==> src/rtl/fir3_sum_decoder.sv <==
// Inverse of the 3-tap moving-sum encoder: recovers x[n] = y[n] - x[n-1] - x[n-2].
// Define DEC_ERR_CNT_EN to build the saturating error-event counter on err_count.
module fir3_sum_decoder #(
    parameter int DATA_W     = 4,
    parameter int SUM_W      = 8,
    parameter int RESYNC_LEN = 3
) (
    input  logic              clock_pulse,
    input  logic              clr_de,
    input  logic [SUM_W-1:0]  sum_in,
    input  logic              sum_valid,
    input  logic              resync,
    output logic [DATA_W-1:0] led_out,
    output logic              led_valid,
    output logic              sync_err,
    output logic [7:0]        err_count
);

    localparam int ZC_W = $clog2(RESYNC_LEN + 1);
    localparam logic [ZC_W-1:0] ZC_LAST = ZC_W'(RESYNC_LEN - 1);

    typedef enum logic {RUN = 1'b0, ERROR = 1'b1} state_t;

    state_t                  state, state_nxt;
    logic [ZC_W-1:0]         zcnt, zcnt_nxt;
    logic [DATA_W-1:0]       h1_p1, h2_p1, led_p1;
    logic                    vld_p1;
    logic signed [SUM_W+1:0] r_p0;
    logic                    in_range_p0;
    logic                    h_clr, h_load, out_load;

    // Stage p0: combinational decode against the stored history
    always_comb begin
        r_p0 = $signed({2'b00, sum_in})
             - $signed({{(SUM_W + 2 - DATA_W){1'b0}}, h1_p1})
             - $signed({{(SUM_W + 2 - DATA_W){1'b0}}, h2_p1});
        in_range_p0 = ~r_p0[SUM_W+1] && (r_p0[SUM_W:DATA_W] == '0);
    end

    always_ff @(posedge clock_pulse or posedge clr_de) begin
        if (clr_de) begin
            state <= RUN;
            zcnt  <= '0;
        end else begin
            state <= state_nxt;
            zcnt  <= zcnt_nxt;
        end
    end

    always_comb begin
        state_nxt = state;
        zcnt_nxt  = zcnt;
        h_clr     = 1'b0;
        h_load    = 1'b0;
        out_load  = 1'b0;
        if (resync) begin
            state_nxt = RUN;
            zcnt_nxt  = '0;
            h_clr     = 1'b1;
        end else begin
            case (state)
                RUN: begin
                    if (sum_valid) begin
                        if (in_range_p0) begin
                            h_load   = 1'b1;
                            out_load = 1'b1;
                        end else begin
                            state_nxt = ERROR;
                        end
                    end
                end
                ERROR: begin
                    // A run of zero sums implies the encoder's delay line is all zero
                    if (sum_valid) begin
                        if (sum_in == '0) begin
                            if (zcnt == ZC_LAST) begin
                                state_nxt = RUN;
                                zcnt_nxt  = '0;
                                h_clr     = 1'b1;
                            end else begin
                                zcnt_nxt = zcnt + 1'b1;
                            end
                        end else begin
                            zcnt_nxt = '0;
                        end
                    end
                end
                default: state_nxt = RUN;
            endcase
        end
    end

    // Stage p1: history and output registers
    always_ff @(posedge clock_pulse or posedge clr_de) begin
        if (clr_de) begin
            h1_p1  <= '0;
            h2_p1  <= '0;
            led_p1 <= '0;
            vld_p1 <= 1'b0;
        end else begin
            vld_p1 <= out_load;
            if (h_clr) begin
                h1_p1 <= '0;
                h2_p1 <= '0;
            end else if (h_load) begin
                h2_p1 <= h1_p1;
                h1_p1 <= r_p0[DATA_W-1:0];
            end
            if (out_load) led_p1 <= r_p0[DATA_W-1:0];
        end
    end

    assign led_out   = led_p1;
    assign led_valid = vld_p1;
    assign sync_err  = (state == ERROR);

`ifdef DEC_ERR_CNT_EN
    logic [7:0] err_cnt_p1;
    logic       err_evt_p0;

    function automatic logic [7:0] sat_inc(input logic [7:0] c);
        return (c == 8'hFF) ? c : c + 8'd1;
    endfunction

    assign err_evt_p0 = (state == RUN) && sum_valid && !resync && !in_range_p0;

    always_ff @(posedge clock_pulse or posedge clr_de) begin
        if (clr_de)          err_cnt_p1 <= '0;
        else if (err_evt_p0) err_cnt_p1 <= sat_inc(err_cnt_p1);
    end

    assign err_count = err_cnt_p1;
`else
    assign err_count = '0;
`endif

endmodule

==> config.mk <==
export PLATFORM = sky130hd
export DESIGN_NAME = fir3_sum_decoder
export DESIGN_NICKNAME = d
export VERILOG_FILES = /design/src/rtl/fir3_sum_decoder.sv
export SDC_FILE = /design/constraint.sdc
export NUM_CORES = 1
export LEC_CHECK = 0
export CORE_UTILIZATION = 45
export DETAILED_ROUTE_END_ITERATION = 16
export GPL_TIMING_DRIVEN = 0
export PLACE_DENSITY = 0.85
export RECOVER_POWER = 25
export SYNTH_ARGS = -nofsm -noshare
export SYNTH_HDL_FRONTEND = slang
export SYNTH_SLANG_ARGS = --single-unit
==> constraint.sdc <==
create_clock -name clock_pulse -period 3.05 [get_ports clock_pulse]
set_input_delay 0.305 -clock clock_pulse [delete_from_list [all_inputs] [get_ports clock_pulse]]
set_output_delay 0.305 -clock clock_pulse [all_outputs]
set_load 0.1 [all_outputs]
; Word level (Yosys, flattened, before mapping)
; Index checks and enable logic that the tools add are counted.
[op_classes]
mux = 25
n_eq_ne = 1
addsub = 3
bitwise = 2
reduce_logical = 7
[ops]
columns = cell, n
row1 = $mux W4, 4
row2 = $mux W1, 15
row3 = $mux W2, 5
row4 = $sub A9 B5 Y10, 1
row5 = $sub A8 B4 Y9, 1
row6 = $logic_not A8 Y1, 1
row7 = $reduce_bool A2 Y1, 3
row8 = $logic_not A5 Y1, 1
row9 = $add A2 B1 Y2 const B, 1
row10 = $eq A2 B2 Y1 const B, 1
row11 = $not A1 Y1, 2
row12 = $pmux W1 S2, 1
row13 = $reduce_and A2 Y1, 1
row14 = $logic_and A1 B1 Y1, 1
[totals]
ff_bits = 16
word_cells = 44
out_inout_bits = 14

; Depth between registers and ports, before layout
[depth]
depth_word = 10
depth_mapped = 13
ltp_nobuf = 12

; Least setup slack after synthesis
; No wires, ideal clock.
[synth_path]
path_type = register to register
start = register h1_p1[0]
end = register led_p1[0], in the netlist led_out[0]
setup_slack_ns = 0.036
stages_incl_launch_ff = 12
arrival_ns = 2.934
setup_time_ns = 0.079
t_required_ns = 2.971
cell_sequence = dfrtp_1 -> ha_1 -> fa_1 -> inv_1 -> ha_1 -> nor2b_1 -> o21a_1 -> o21a_1 -> o311ai_0 -> a221o_1 -> buf_6 -> mux2i_1
[synth_via]
elab_chain_len = 8
elab_cells_between_ends = 9
cone_classes = 2 x add/sub / 4 x mux / 1 x bitwise / 2 x reduce/logical
[synth_lines]
columns = element, line
row1 = "start, declared", 26  ; logic [DATA_W-1:0] h1_p1, h2_p1, led_p1;
row2 = "start signal, assigned", 107  ; h1_p1 <= r_p0[DATA_W-1:0];
row3 = $sub A8 B4 Y9 *, 35  ; - $signed({{(SUM_W + 2 - DATA_W){1'b0}}, h1_p1})
row4 = $sub A9 B5 Y10 *, 36  ; - $signed({{(SUM_W + 2 - DATA_W){1'b0}}, h2_p1});
row5 = $logic_not A5 Y1 / $not A1 Y1 (equally long branches), 37  ; in_range_p0 = ~r_p0[SUM_W+1] && (r_p0[SUM_W:DATA_W] == '0);
row6 = $logic_and A1 B1 Y1, 37
row7 = $mux W1, 64  ; if (in_range_p0) begin
row8 = $mux W1, 63  ; if (sum_valid) begin
row9 = $mux W1, 61  ; case (state)
row10 = $mux W1, 56  ; if (resync) begin
row11 = "end signal, assigned", 109  ; if (out_load) led_p1 <= r_p0[DATA_W-1:0];
row12 = "end, declared", 26
; Every way passes the cells marked *; elsewhere a longest branch is shown, timed or not.
; A chain may end at the register's enable or synchronous reset.

; Worst setup path after layout
[layout_path]
start = register h1_p1[0]
end = register h2_p1[1]
[layout_via]
elab_chain_len = 9
elab_cells_between_ends = 10
cone_classes = 2 x add/sub / 4 x mux / 1 x bitwise / 3 x reduce/logical
[layout_lines]
columns = element, line
row1 = $sub A8 B4 Y9 *, 35
row2 = $sub A9 B5 Y10 *, 36
row3 = $logic_not A5 Y1 / $not A1 Y1 (equally long branches), 37
row4 = $logic_and A1 B1 Y1 *, 37
row5 = $mux W1 *, 64
row6 = $mux W1 *, 63
row7 = $mux W1 *, 61
row8 = $mux W1 *, 56
row9 = $reduce_bool A2 Y1 (no source line) *, --
row10 = "end signal, assigned", 106  ; h2_p1 <= h1_p1;
row11 = "end, declared", 26
; Marked as above.

==> run_results.csv <==
group,metric,value,unit
sta,max_slew.worst_pin.slew,0.9778,ns
outcome,status,"finished with violations",
sta,fin_ws,-0.09344,ns
synthesis,yosysUniqueCellTypes,34,
clock_tree,cts_tree,"yes",
synthesis,netlist_instances,131,
synthesis,synth_top_family_by_area,"simple AND/OR/NAND/NOR gates",
sta,fmaxAchievable,0.3181,GHz
floorplanning,die_x,53.50,um
critical_path,critPathKind,"flip-flop to flip-flop",
clock_tree,numClockSinks,16,
power_and_ir_drop,leakage,0.8265,nW
clock_tree,clk_latency,0.31,ns
synthesis,synth_compound_area_frac,0.1279,
synthesis,synth-adder-area-share,0.1279,
critical_path,cp.required,3.29,ns
critical_path,cp_cell_sequence,"ha_2 > fa_1 > inv_1 > ha_1 > nor2b_1 > o21a_1 > o21a_1 > buf_6 > o311ai_4 > a221o_1 > buf_6 > mux2i_1",
floorplanning,initial_core_util,0.4775,
synthesis,yosys-top-cells-area,"dfrtp_1 34%, mux2i_1 10%, ha_1 9.4%",
sta,grt_setup_unrepaired,"yes",
critical_path,cpPeakStageDelay,0.51,ns
floorplanning,fp.coreArea,0.002500,sq mm
critical_path,worst_setup_path_start_kind,"flip-flop",
sta,timing.hold.ws,0.4977,ns
power_and_ir_drop,p_per_area,478.2,mW/mm^2
placement,place_area,0.001428,sq mm
synthesis,yosysTopAreaCellShare,0.3354,
clock_tree,cts_root_buf,"clkbuf_4",
layout,utilization,0.6512,
detailed_routing,antenna_left,0,
grt,grt_max_degree,17,
detailed_routing,drc,0,
sta,finalHoldViolations,0,
synthesis,yosysTopAreaCell,"dfrtp_1",
grt,grt_pass1_vias,974,
placement,place_hpwl,1911,um
floorplanning,io_pins,26,
floorplanning,fp-row-count,18,
min_path,hp-class,"primary input to asynchronous set/reset pin",
critical_path,crit_slowest_cell,"fa_1",
job,cap_violations,0,
grt,grtUsageTotal,0.2184,
synthesis,synth-main-ff-cell,"dfrtp_1",
placement,io_buffers,17,
floorplanning,dieArea,0.002862,sq mm
synthesis,synth_area,0.001194,sq mm
critical_path,rrSetupSlack,-0.09,ns
synthesis,synth.avg_cell_area,9.112,sq um
sta,post-route-period-util,1.031,
detailed_routing,drtIter0Drc,26,
placement,gp_congestion,0.8389,
power_and_ir_drop,ir_worst_vdd,0.0004037,V
detailed_routing,num_vias,1073,
detailed_routing,drtPass1Iterations,4,
layout,instances_no_fill,201,
synthesis,async_flop_share,1.000,
synthesis,synth_edf_count,0,
critical_path,path_buf_inv,3,
detailed_routing,drt_wl_total,3004,um
sta,finalMaxSlewViolations,0,
floorplanning,die_y,53.50,um
critical_path,critPathTopFamily,"compound AO/OA/AOI/OAI gates",
sta,slew_headroom,0.3461,
critical_path,path_max_fanout,5,
synthesis,ys_ff_latch,16,
layout,final_cell_mix,"18 x inv_1, 17 x buf_4, 16 x dfrtp_1, 14 x clkdlybuf4s50_1, 12 x mux2i_1",
clock_tree,path_clk_slew,0.11,ns
clock_tree,h-tree-depth,1,
outcome,violations,"setup timing",
synthesis,synth-xor-area-share,0.02935,
detailed_routing,wl_per_cell,14.95,um
critical_path,cp.arrival,3.38,ns
clock_tree,clockBufferDepth,2,
layout,drive_above_1_share,0.2047,
synthesis,ys.warnings.count,0,
synthesis,synth-seq-area-share,0.3354,
sta,period_needed,3.143,ns
layout,diodes,0,
grt,grt_pass1_wl,4388,um
grt,grt_antenna_before_repair,0,
detailed_routing,via_per_inst,5.338,
sta,finalSetupViolCount,12,
critical_path,crit_path_end_kind,"flip-flop",
clock_tree,cts-buffers-inserted,3,
sta,finalClockSkew,0.01856,ns
grt,grt-ovfl-total,0,
layout,final_area,0.001628,sq mm
placement,placedCellCount,185,
layout,syn_to_final_growth,36.37,%
synthesis,synth_mux_area_frac,0.1006,
synthesis,yosys.area_share.simple,0.1593,
layout,final_common_cell,"inv_1",
layout,final_nets,195,
logic make-up after synthesis:
kind of cell,Yosys count
AOI/OAI and AO/OA,22
xor gates and xnor gates,4
adders and majority gates,11
buffers and inverters,27
DFF,16
muxes,12
other,1
and+or+nand+nor,38
stage by stage:
step	worst slack (ns)	TNS [ns]	power, mW
finish	-0.09344	-0.9104	0.7784
detailed placement	-0.8443	-10.10	0.5885
floorplan	0.03631	0	0.5131
global route	-0.2138	-2.394	0.8062
CTS	-0.1400	-1.485	0.7496
global placement	-0.6892	-8.266	0.5825
power breakdown:
| group | internal [mW] | switching (mW) | leakage [nW] |
|---|---|---|---|
| clock | 0.0729 | 0.0765 | 0.0210 |
| combinational | 0.112 | 0.276 | 0.599 |
| sequential | 0.231 | 0.00991 | 0.206 |
| total | 0.416 | 0.362 | 0.826 |
worst reg2reg max path, delay by kind of cell, from the launching register on:
kind            cells  cell delay, ns
compound gates      4            1.02
fa+ha+maj           3            0.95
flops               1            0.41
buf+inv             3            0.35
mux                 1            0.20
simple gates        1            0.15
synthesized netlist by cell type (2+ instances only):
| cell | number |
|---|---|
| ha_1 | 9 |
| or4_1 | 3 |
| nor3_1 | 3 |
| or3_1 | 2 |
| nand2b_1 | 2 |
| o21a_1 | 3 |
| a31oi_1 | 2 |
| buf_4 | 8 |
| xor2_1 | 2 |
| nor2_1 | 10 |
| o21ai_0 | 3 |
| o31ai_1 | 2 |
| fa_1 | 2 |
| nand2_1 | 10 |
| xnor2_1 | 2 |
| dfrtp_1 | 16 |
| mux2i_1 | 12 |
| a22oi_1 | 2 |
| nor2b_1 | 2 |
| a21oi_1 | 5 |
| inv_1 | 18 |
final cells by class:
type | instances | area (sq um)
fillers | 192 | 872.1
plain buffers | 9 | 71.32
clock buffers | 4 | 36.28
flip-flops and latches | 16 | 400.4
inverters | 18 | 67.56
repair buffers | 29 | 272.8
multi-input cells | 95 | 742.0
well taps | 30 | 37.54
timing repair:
item / CTS / global route
endpoints found under the setup margin: 13 / 14
hold buffers: 0 / 0
gates cloned: 1 / 0
resized for setup: 9 / 11
setup buffers: 6 / 5
pin swaps: 6 / 6
hold endpoints to repair: 0 / 0
sequential cells by signal (all words and copies together) (netlist names):
name and cells:
h1_p1 4, h2_p1 4, led_out 4, led_valid 1, sync_err 1, zcnt 2
final timing paths:
kind                                  from         end  cells after the start
worst max-delay path              h1_p1[0]    h2_p1[1]                     12
min in group clock_pulse        led_out[1]  led_out[1]                      2
worst max register to register    h1_p1[0]    h2_p1[1]                     12
worst min register to register  led_out[1]  led_out[1]                      2
worst min-delay path                clr_de    h1_p1[2]                      2
max in group asynchronous           clr_de    h1_p1[1]                      2
layer usage:
layer  wire length, um  track usage  vias to the layer above
li1                  -            -                      517
met1              1284       0.2611                      501
met2              1501       0.3854                       47
met3               161      0.04023                        8
met4                56      0.07895                        0
met5                 0            0                        -
(Power assumes the default switching activity.)
